### config.mk
export PLATFORM = sky130hd
export DESIGN_NAME = ov7670_frame_ctrl_flat
export DESIGN_NICKNAME = d
export VERILOG_FILES = /design/src/rtl/ov7670_pkg.sv /design/src/rtl/ov7670_frame_ctrl_if.sv /design/src/rtl/ov7670_stall_timer.sv /design/src/rtl/ov7670_frame_ctrl.sv /design/src/flat_wrapper.sv
export SDC_FILE = /design/constraint.sdc
export NUM_CORES = 1
export LEC_CHECK = 0
export CAP_MARGIN = 20
export CORE_ASPECT_RATIO = 1.2
export CORE_UTILIZATION = 40
export DETAILED_ROUTE_END_ITERATION = 8
export PLACE_DENSITY = 0.57
export SYNTH_ARGS = -nofsm -noshare
export SYNTH_HDL_FRONTEND = slang
export SYNTH_HIERARCHICAL = 1
export SYNTH_SLANG_ARGS = --single-unit
### constraint.sdc
create_clock -name clk -period 3.6 [get_ports clk]
set_input_delay 1.08 -clock clk [delete_from_list [all_inputs] [get_ports clk]]
set_output_delay 1.08 -clock clk [all_outputs]
set_load 0.02 [all_outputs]
### src/rtl/ov7670_pkg.sv
// Shared definitions for the OV7670 frame sequencer: FSM encoding,
// receiver address width and default frame geometry.
package ov7670_pkg;

    localparam int ADDR_W       = 10;
    localparam int H_WIDTH_DEF  = 320;
    localparam int V_WIDTH_DEF  = 240;
    localparam int FRAME_PIXELS = H_WIDTH_DEF * V_WIDTH_DEF;

    typedef enum logic [2:0] {
        IDLE,
        ARM,
        CAPTURE,
        SWAP_WAIT,
        NEXT
    } state_t;

    function automatic int pixel_total(input int h, input int v);
        return h * v;
    endfunction

endpackage

### src/rtl/ov7670_frame_ctrl_if.sv
// Control, receiver and frame-buffer signals of the frame sequencer.
// The master side drives the stimulus; the slave side is the sequencer.
interface ov7670_frame_ctrl_if #(
    parameter int CNT_WIDTH = 16
);
    logic                            enable;
    logic                            single;
    logic                            rcv_valid;
    logic [ov7670_pkg::ADDR_W-1:0]   rcv_h_addr;
    logic [ov7670_pkg::ADDR_W-1:0]   rcv_v_addr;
    logic                            vga_vblank;
    logic                            start_capture;
    logic                            next_frame;
    logic                            wr_en;
    logic                            wr_buf;
    logic                            rd_buf;
    logic                            frame_done;
    logic [CNT_WIDTH-1:0]            frame_cnt;
    logic                            frame_err;
    logic                            timeout;
    logic                            busy;

    modport master (
        output enable, single, rcv_valid, rcv_h_addr, rcv_v_addr, vga_vblank,
        input  start_capture, next_frame, wr_en, wr_buf, rd_buf, frame_done,
               frame_cnt, frame_err, timeout, busy
    );

    modport slave (
        input  enable, single, rcv_valid, rcv_h_addr, rcv_v_addr, vga_vblank,
        output start_capture, next_frame, wr_en, wr_buf, rd_buf, frame_done,
               frame_cnt, frame_err, timeout, busy
    );

endinterface

### src/rtl/ov7670_stall_timer.sv
// Counts consecutive enabled cycles without a receiver strobe and flags
// the cycle on which the count reaches TIMEOUT_CYC.
module ov7670_stall_timer #(
    parameter int TIMEOUT_CYC = 2_000_000
) (
    input  logic clk,
    input  logic rst,
    input  logic enable,
    input  logic clear,
    output logic expire
);
    localparam int CW = $clog2(TIMEOUT_CYC + 1);

    logic [CW-1:0] cnt_reg;

    // expire marks the TIMEOUT_CYC-th quiet cycle; the count holds there
    assign expire = enable && !clear && (cnt_reg == CW'(TIMEOUT_CYC - 1));

    always_ff @(posedge clk or posedge rst) begin
        if (rst) begin
            cnt_reg <= '0;
        end else if (!enable || clear) begin
            cnt_reg <= '0;
        end else if (!expire) begin
            cnt_reg <= cnt_reg + 1'b1;
        end
    end

endmodule

### src/rtl/ov7670_frame_ctrl.sv
// Frame-level sequencer: arms the receiver, gates pixel writes into one
// ping-pong half, verifies frame size and swaps halves on VGA vblank.
module ov7670_frame_ctrl
    import ov7670_pkg::*;
#(
    parameter int H_WIDTH     = 320,
    parameter int V_WIDTH     = 240,
    parameter int TIMEOUT_CYC = 2_000_000,
    parameter int CNT_WIDTH   = 16
) (
    input  logic                clk,
    input  logic                rst,
    ov7670_frame_ctrl_if.slave  bus
);
    localparam int                FRAME_PIX = pixel_total(H_WIDTH, V_WIDTH);
    localparam int                PIX_W     = $clog2(FRAME_PIX + 2);
    localparam logic [PIX_W-1:0]  PIX_FULL  = PIX_W'(FRAME_PIX);
    localparam logic [PIX_W-1:0]  PIX_SAT   = PIX_W'(FRAME_PIX + 1);
    localparam logic [ADDR_W-1:0] H_LAST    = ADDR_W'(H_WIDTH - 1);
    localparam logic [ADDR_W-1:0] V_LAST    = ADDR_W'(V_WIDTH - 1);

    state_t               state_reg, state_next;
    logic                 single_reg, single_next;
    logic                 wr_buf_reg, wr_buf_next;
    logic                 rd_buf_reg, rd_buf_next;
    logic [PIX_W-1:0]     pix_cnt_reg, pix_cnt_next;
    logic [CNT_WIDTH-1:0] frame_cnt_reg, frame_cnt_next;
    logic                 frame_err_reg, frame_err_next;
    logic                 timeout_reg, timeout_next;
    logic                 start_capture_reg, start_capture_next;
    logic                 next_frame_reg, next_frame_next;
    logic                 frame_done_reg, frame_done_next;

    logic                 origin_hit;
    logic                 last_hit;
    logic                 timer_en;
    logic                 stall_expire;
    logic [PIX_W-1:0]     pix_inc;

    assign origin_hit = bus.rcv_valid && (bus.rcv_h_addr == '0) && (bus.rcv_v_addr == '0);
    assign last_hit   = bus.rcv_valid && (bus.rcv_h_addr == H_LAST) && (bus.rcv_v_addr == V_LAST);
    assign pix_inc    = (pix_cnt_reg == PIX_SAT) ? PIX_SAT : pix_cnt_reg + 1'b1;
    assign timer_en   = (state_reg == ARM) || (state_reg == CAPTURE);

    ov7670_stall_timer #(
        .TIMEOUT_CYC (TIMEOUT_CYC)
    ) u_stall_timer (
        .clk    (clk),
        .rst    (rst),
        .enable (timer_en),
        .clear  (bus.rcv_valid),
        .expire (stall_expire)
    );

    always_comb begin
        state_next         = state_reg;
        single_next        = single_reg;
        wr_buf_next        = wr_buf_reg;
        rd_buf_next        = rd_buf_reg;
        pix_cnt_next       = pix_cnt_reg;
        frame_cnt_next     = frame_cnt_reg;
        frame_err_next     = frame_err_reg;
        timeout_next       = timeout_reg;
        start_capture_next = 1'b0;
        next_frame_next    = 1'b0;
        frame_done_next    = 1'b0;

        case (state_reg)
            IDLE: begin
                if (bus.enable || bus.single) begin
                    state_next         = ARM;
                    start_capture_next = 1'b1;
                    single_next        = bus.single;
                    frame_err_next     = 1'b0;
                    timeout_next       = 1'b0;
                end
            end
            ARM: begin
                if (origin_hit) begin
                    pix_cnt_next = PIX_W'(1);
                    state_next   = CAPTURE;
                end
            end
            CAPTURE: begin
                if (bus.rcv_valid) begin
                    pix_cnt_next = pix_inc;
                    if (last_hit) begin
                        if (pix_inc == PIX_FULL) begin
                            state_next = SWAP_WAIT;
                        end else begin
                            frame_err_next = 1'b1;
                            state_next     = NEXT;
                        end
                    end
                end
            end
            SWAP_WAIT: begin
                if (bus.vga_vblank) begin
                    wr_buf_next     = rd_buf_reg;
                    rd_buf_next     = wr_buf_reg;
                    frame_done_next = 1'b1;
                    frame_cnt_next  = frame_cnt_reg + 1'b1;
                    state_next      = NEXT;
                end
            end
            NEXT: begin
                next_frame_next = 1'b1;
                state_next      = (single_reg || !bus.enable) ? IDLE : ARM;
            end
            default: state_next = IDLE;
        endcase

        // Stall only fires in ARM/CAPTURE with no strobe, so nothing above was taken
        if (stall_expire) begin
            state_next      = IDLE;
            timeout_next    = 1'b1;
            next_frame_next = 1'b1;
        end
    end

    always_ff @(posedge clk or posedge rst) begin
        if (rst) begin
            state_reg         <= IDLE;
            single_reg        <= 1'b0;
            wr_buf_reg        <= 1'b0;
            rd_buf_reg        <= 1'b1;
            pix_cnt_reg       <= '0;
            frame_cnt_reg     <= '0;
            frame_err_reg     <= 1'b0;
            timeout_reg       <= 1'b0;
            start_capture_reg <= 1'b0;
            next_frame_reg    <= 1'b0;
            frame_done_reg    <= 1'b0;
        end else begin
            state_reg         <= state_next;
            single_reg        <= single_next;
            wr_buf_reg        <= wr_buf_next;
            rd_buf_reg        <= rd_buf_next;
            pix_cnt_reg       <= pix_cnt_next;
            frame_cnt_reg     <= frame_cnt_next;
            frame_err_reg     <= frame_err_next;
            timeout_reg       <= timeout_next;
            start_capture_reg <= start_capture_next;
            next_frame_reg    <= next_frame_next;
            frame_done_reg    <= frame_done_next;
        end
    end

    assign bus.wr_en         = bus.rcv_valid && ((state_reg == CAPTURE) || ((state_reg == ARM) && origin_hit));
    assign bus.wr_buf        = wr_buf_reg;
    assign bus.rd_buf        = rd_buf_reg;
    assign bus.start_capture = start_capture_reg;
    assign bus.next_frame    = next_frame_reg;
    assign bus.frame_done    = frame_done_reg;
    assign bus.frame_cnt     = frame_cnt_reg;
    assign bus.frame_err     = frame_err_reg;
    assign bus.timeout       = timeout_reg;
    assign bus.busy          = (state_reg != IDLE);

endmodule

### src/flat_wrapper.sv
// flat-port wrapper written by rule: the top's interface ports become plain ports
module ov7670_frame_ctrl_flat import ov7670_pkg::*;
#(
    parameter int H_WIDTH     = 320,
    parameter int V_WIDTH     = 240,
    parameter int TIMEOUT_CYC = 2_000_000,
    parameter int CNT_WIDTH   = 16
)
  (clk, rst, bus_enable, bus_single, bus_rcv_valid, bus_rcv_h_addr, bus_rcv_v_addr, bus_vga_vblank, bus_start_capture, bus_next_frame, bus_wr_en, bus_wr_buf, bus_rd_buf, bus_frame_done, bus_frame_cnt, bus_frame_err, bus_timeout, bus_busy);
  ov7670_frame_ctrl_if #(.CNT_WIDTH(CNT_WIDTH)) bus_i ();
  input  logic clk;
  input  logic rst;
  input wire logic [$bits(bus_i.enable)-1:0] bus_enable;
  input wire logic [$bits(bus_i.single)-1:0] bus_single;
  input wire logic [$bits(bus_i.rcv_valid)-1:0] bus_rcv_valid;
  input wire logic [$bits(bus_i.rcv_h_addr)-1:0] bus_rcv_h_addr;
  input wire logic [$bits(bus_i.rcv_v_addr)-1:0] bus_rcv_v_addr;
  input wire logic [$bits(bus_i.vga_vblank)-1:0] bus_vga_vblank;
  output wire logic [$bits(bus_i.start_capture)-1:0] bus_start_capture;
  output wire logic [$bits(bus_i.next_frame)-1:0] bus_next_frame;
  output wire logic [$bits(bus_i.wr_en)-1:0] bus_wr_en;
  output wire logic [$bits(bus_i.wr_buf)-1:0] bus_wr_buf;
  output wire logic [$bits(bus_i.rd_buf)-1:0] bus_rd_buf;
  output wire logic [$bits(bus_i.frame_done)-1:0] bus_frame_done;
  output wire logic [$bits(bus_i.frame_cnt)-1:0] bus_frame_cnt;
  output wire logic [$bits(bus_i.frame_err)-1:0] bus_frame_err;
  output wire logic [$bits(bus_i.timeout)-1:0] bus_timeout;
  output wire logic [$bits(bus_i.busy)-1:0] bus_busy;
  assign bus_i.enable = bus_enable;
  assign bus_i.single = bus_single;
  assign bus_i.rcv_valid = bus_rcv_valid;
  assign bus_i.rcv_h_addr = bus_rcv_h_addr;
  assign bus_i.rcv_v_addr = bus_rcv_v_addr;
  assign bus_i.vga_vblank = bus_vga_vblank;
  assign bus_start_capture = bus_i.start_capture;
  assign bus_next_frame = bus_i.next_frame;
  assign bus_wr_en = bus_i.wr_en;
  assign bus_wr_buf = bus_i.wr_buf;
  assign bus_rd_buf = bus_i.rd_buf;
  assign bus_frame_done = bus_i.frame_done;
  assign bus_frame_cnt = bus_i.frame_cnt;
  assign bus_frame_err = bus_i.frame_err;
  assign bus_timeout = bus_i.timeout;
  assign bus_busy = bus_i.busy;
  ov7670_frame_ctrl #(.H_WIDTH(H_WIDTH), .V_WIDTH(V_WIDTH), .TIMEOUT_CYC(TIMEOUT_CYC), .CNT_WIDTH(CNT_WIDTH)) u_core (.clk(clk), .rst(rst), .bus(bus_i));
endmodule
* Word level (Yosys, flattened, before mapping)
Index checks and enable logic that the tools add are counted.
Widths: inputs -> output; s select.
** Cells by class
- Add/sub/neg operators :: 3
- $mul :: 0
- Div/mod/pow operators :: 0
- Order comparisons :: 0
- Eq/ne operators :: 20
- Shift-type cells :: 0
- Mux-type cells :: 28
- Bitwise operators :: 0
- Reductions and logical operators :: 30
** Operators by type and width (count)
- $mux 17 :: 3
- $mux 21 :: 2
- $eq 17x17->1 const B :: 2
- $pmux 17 s2 :: 1
- $add 21x1->21 const B :: 1
- $eq 21x21->1 const B :: 1
- $mux 3 :: 7
- $logic_not 10->1 :: 2
- $add 17x1->17 const B :: 1
- $add 16x1->16 const B :: 1
- $pmux 3 s5 :: 1
- $mux 1 :: 13
- $eq 10x8->1 const B :: 1
- $eq 10x9->1 const B :: 1
- $reduce_and 5->1 :: 2
- $ne 3x1->1 const B :: 3
- $logic_and 1x1->1 :: 8
- $reduce_bool 2->1 :: 4
- $eq 3x2->1 const B :: 2
- $ne 2x1->1 const B :: 3
- $ne 2x2->1 const B :: 3
- $ne 3x2->1 const B :: 2
- $reduce_and 2->1 :: 3
- $logic_or 1x1->1 :: 5
- 7 further kinds :: 9
** Storage, ports and cells
- Register bits after elaboration :: 65
- Bits in latches :: 0
- Bits in writable memories :: 0
- Memory bits (read-only) :: 0
- Bits of input ports :: 26
- Output and inout bits :: 25
- Word-level logic and storage cells :: 93
- Memories kept :: 0

* Longest topological paths before layout
Gate-level depths: netlist (run 1).
- Depth in word-level cells :: 8
- Depth in mapped cells :: 12
- Depth with buffers taken out :: 9

* By module
Netlist (run 1), hierarchy kept.
** Modules (own cells, without submodules)
- ov7670_frame_ctrl :: instances 1, cells an instance 300, area each 2602.5 um2, sequential area each 1102.3 um2
- ov7670_stall_timer :: instances 1, cells an instance 125, area each 1123.6 um2, sequential area each 525.5 um2

* Worst setup path before layout (run 1)
OpenSTA, ideal clock, no wires.
- Path kind :: input port to output port
- From :: in bus_rcv_v_addr[4]
- To :: out bus_wr_en
- Arrival :: 2.344 ns
- Data required time :: 2.520 ns
- Setup slack :: 0.176 ns
- Stages on the path :: 6
- Buffers on the path :: 1
- Path through :: or4b_4 > nor2_4 > nand4b_1 > a21o_1 > buf_6 > inv_1
** Between the ends
- Longest elaborated chain between the ends :: 5
** Ends and longest elaborated chain
- from (decl) :: line flat_wrapper.sv:17 : input wire logic [$bits(bus_i.rcv_v_addr)-1:0] bus_rcv_v_addr;
- $logic_not 10->1 :: line ov7670_frame_ctrl.sv:40 : assign origin_hit = bus.rcv_valid && (bus.rcv_h_addr == '0) && (bus.rcv_v_addr == '0);
- $logic_and 1x1->1 :: line ov7670_frame_ctrl.sv:40
- $logic_and 1x1->1 :: line ov7670_frame_ctrl.sv:149 : assign bus.wr_en = bus.rcv_valid && ((state_reg == CAPTURE) || ((state_reg == ARM) && origin_hit));
- $logic_or 1x1->1 :: line ov7670_frame_ctrl.sv:149
- $logic_and 1x1->1 :: line ov7670_frame_ctrl.sv:149
- to (decl) :: line flat_wrapper.sv:21 : output wire logic [$bits(bus_i.wr_en)-1:0] bus_wr_en;
No other way between the ends.

* Worst setup path after layout (run 1)
- From :: in bus_rcv_v_addr[8]
- To :: out bus_wr_en
The elaborated chain is that of the path after synthesis.

==> insert_results.sql, run 1 <==
INSERT INTO impl_metrics (metric_group, metric, value, unit) VALUES
('route', 'wl_per_cell', '14.6', 'um'),
('critical_path', 'critical_path_class', 'in2out', ''),
('place', 'worst_slack_at_placement', '-674', 'ps'),
('yosys', 'async_set_or_reset_register_ratio_after_synthesis', '100', '%'),
('power', 'power.internal', '1120', 'uW'),
('route', 'route.vias.total', '3324', ''),
('finish', 'num-nets-final', '510', ''),
('sta', 'worst-slew-pin-transition', '815', 'ps'),
('yosys', 'synth-compound-area-share', '15.2', '%'),
('sta', 'unrepaired_setup_endpoints_after_global_routing', 'no', ''),
('yosys', 'synth_fa_ha_area_share', '1.34', '%'),
('yosys', 'synth-edff-count', '0', ''),
('outcome', 'outcome', 'finished clean', ''),
('job', 'timing.max_cap.violations', '0', ''),
('yosys', 'synthMostInstantiatedCell', 'dfrtp_1', ''),
('clock_network', 'clk_pin_slew', '80', 'ps'),
('clock_network', 'tritoncts.num_buffers', '9', ''),
('critical_path', 'wp_data_arrival', '2440', 'ps'),
('route', 'routed_via_density', '5.49', ''),
('clock_network', 'cts.sinks', '65', ''),
('floorplan', 'die_x', '90.1', 'um'),
('power', 'power_switching', '355', 'uW'),
('place', 'port_buffer_count', '50', ''),
('floorplan', 'core_area', '9030', 'um^2'),
('yosys', 'yosysTopAreaCell', 'dfrtp_1', ''),
('yosys', 'yosys.area_share.xor_xnor', '5.88', '%'),
('critical_path', 'worstSetupStartpointType', 'input pin', ''),
('grt', 'grt_start_max_net_pins', '23', ''),
('sta', 'achievable-frequency', '284', 'MHz'),
('power', 'seqPwrFrac', '50.6', '%'),
('finish', 'layout-drive-gt1-share', '9.69', '%'),
('grt', 'grt_remaining_overflow', '0', ''),
('finish', 'area_growth_syn_to_layout', '24.5', '%'),
('clock_network', 'clock_tree_from_tritoncts', 'done', ''),
('route', 'detail-route-antenna-nets', '0', ''),
('yosys', 'syn_inst', '425', ''),
('sta', 'final.setup_skew', '10.5', 'ps'),
('route', 'drt_iter0_drc', '134', ''),
('sta', 'finalSetupViolations', '0', ''),
('grt', 'grt_first_pass_wirelength', '15.0', 'mm'),
('yosys', 'postSynth.topFlopCell', 'dfrtp_1', ''),
('sta', 'finalHoldWorstSlack', '474', 'ps'),
('yosys', 'area_fraction_in_and_or_nand_and_nor_cells_after_synthesis', '30.1', '%'),
('floorplan', 'die-height', '108', 'um'),
('floorplan', 'initial_core_util', '41.2', '%'),
('sta', 'maxSlewViolCount', '0', ''),
('power', 'power-per-cell-area', '318', 'nW/um^2'),
('grt', 'grt_util_all_layers', '19.1', '%'),
('yosys', 'synth_cell_type_count', '58', ''),
('yosys', 'synthesized_cell_area', '3730', 'um^2'),
('floorplan', 'rows', '38', ''),
('route', 'dr.pass1.iters', '4', ''),
('yosys', 'synthesis.nets', '455', ''),
('yosys', 'netlist.area_leader.share', '43.0', '%'),
('sta', 'timing_hold_violations_final', '0', ''),
('route', 'drc', '0', ''),
('power', 'power_switching_share', '24.1', '%'),
('sta', 'timing.slew.headroom', '45.6', '%'),
('route', 'drt-total-wl', '8.85', 'mm'),
('finish', 'largest_register_ffs', '21', ''),
('clock_network', 'max-clock-path-buffers', '2', ''),
('grt', 'antenna_found_initial', '0', ''),
('power', 'power.total', '1470', 'uW'),
('sta', 'timing.final.crit_share', '97.9', '%'),
('clock_network', 'clockRootBuffer', 'clkbuf_8', ''),
('place', 'globalplace.congestion', '0.797', ''),
('yosys', 'synthesis.yosys.warnings', '6', ''),
('yosys', 'ys_seq_elements', '65', ''),
('place', 'dpl_cell_area', '4380', 'um^2'),
('grt', 'vias_in_the_first_global_route', '3224', ''),
('finish', 'final_core_utilization', '51.3', '%');
==> worst max-delay path, cell delays in order <==
cell and delay (ps):
dlygate4sd2_1 230, or4b_4 500, nor2_4 130, nand4b_1 110, a21o_1 230, inv_2 70, buf_6 110
==> kinds of logic after synthesis <==
| logic type | Yosys count |
|---|---|
| AND/OR/NAND/NOR | 210 |
| adder cells (fa/ha/maj) | 4 |
| XOR/XNOR | 25 |
| flip-flops | 65 |
| buffers and inverters | 32 |
| multiplexers | 1 |
| AO/OA/AOI/OAI | 88 |
==> what timing repair did <==
| item | 4_1_cts | 5_1_grt |
|---|---|---|
| endpoints found under the hold margin | 0 | 0 |
| gates resized for setup | 15 | 14 |
| endpoints found under the setup margin | 1 | 1 |
| pin swaps | 7 | 9 |
| buffers inserted | 2 | 0 |
| cloned | 0 | 0 |
==> area by class of cell <==
class / instances / area, um^2
clock buffer: 10 / 138
timing repair buffer: 63 / 622
fill: 895 / 4400
inverter: 13 / 48.8
multi-input combinational: 328 / 1980
sequential: 65 / 1630
clock inverter: 6 / 67.6
tap: 120 / 150
==> cells in the final DEF, fill, tap and decap left out, drive strengths merged, types with 9 or more instances in the layout <==
cell           count
a31oi              9
xnor2             17
a21oi             11
nand3             31
dlymetal6s2s      11
nor3              12
nor4              11
inv               13
nand4             13
nand2             47
dfrtp             64
clkdlybuf4s50     32
buf               14
nor2              44
o21ai             35
clkbuf            10
==> metrics by stage <==
stage | std cells | setup TNS (ps)
6_report | 605 | 0
3_3_place_gp | 587 | -676
5_1_grt | 605 | 0
3_5_place_dp | 587 | -674
4_1_cts | 605 | 0
2_1_floorplan | 425 | 0
==> routing by layer <==
metal / track usage (%) / vias to the layer above / share of wire, % / routed length [um]
met5: 0 / - / 0 / 0
met1: 23.3 / 1610 / 46 / 4110
met2: 33.3 / 31 / 50 / 4410
met3: 4.31 / 13 / 1.9 / 167
met4: 6.80 / 0 / 1.9 / 167
li1: - / 1670 / - / -
==> power by group through the flow <==
stage | Combinational, uW | Sequential [uW] | Clock [uW]
finish | 86.5 | 745 | 641
global route | 97.5 | 746 | 694
CTS | 89.2 | 745 | 664
detailed placement | 90.0 | 759 | 0
global placement | 88.1 | 759 | 0
floorplan | 40.3 | 757 | 0
==> final timing paths <==
path / from / end / slack [ps] / cells after the start
setup / recovery: bus_rcv_v_addr[8] / bus_wr_en / 80 / 7
hold / removal: u_core/bus.frame_cnt[15]$_DFFE_PP0P_ / u_core/bus.frame_cnt[15]$_DFFE_PP0P_ / 470 / 1
setup reg to reg: u_core/u_stall_timer/cnt_reg[9]$_DFFE_PP0P_ / u_core/state_reg[0]$_DFFE_PP0P_ / 890 / 8
hold reg to reg: u_core/bus.frame_cnt[15]$_DFFE_PP0P_ / u_core/bus.frame_cnt[15]$_DFFE_PP0P_ / 470 / 1
max in group asynchronous: rst / u_core/u_stall_timer/cnt_reg[17]$_DFFE_PP0P_ / 1810 / 2
min in group asynchronous: rst / u_core/bus.frame_cnt[6]$_DFFE_PP0P_ / 1090 / 2
(Power assumes the default switching activity.)
==> inputs of run 2 (changes only) <==
HOLD_SLACK_MARGIN = 0.1   (was unset)
==> results of run 2 <==
The final DEF is identical to that of run 1; final timing and power are the same.
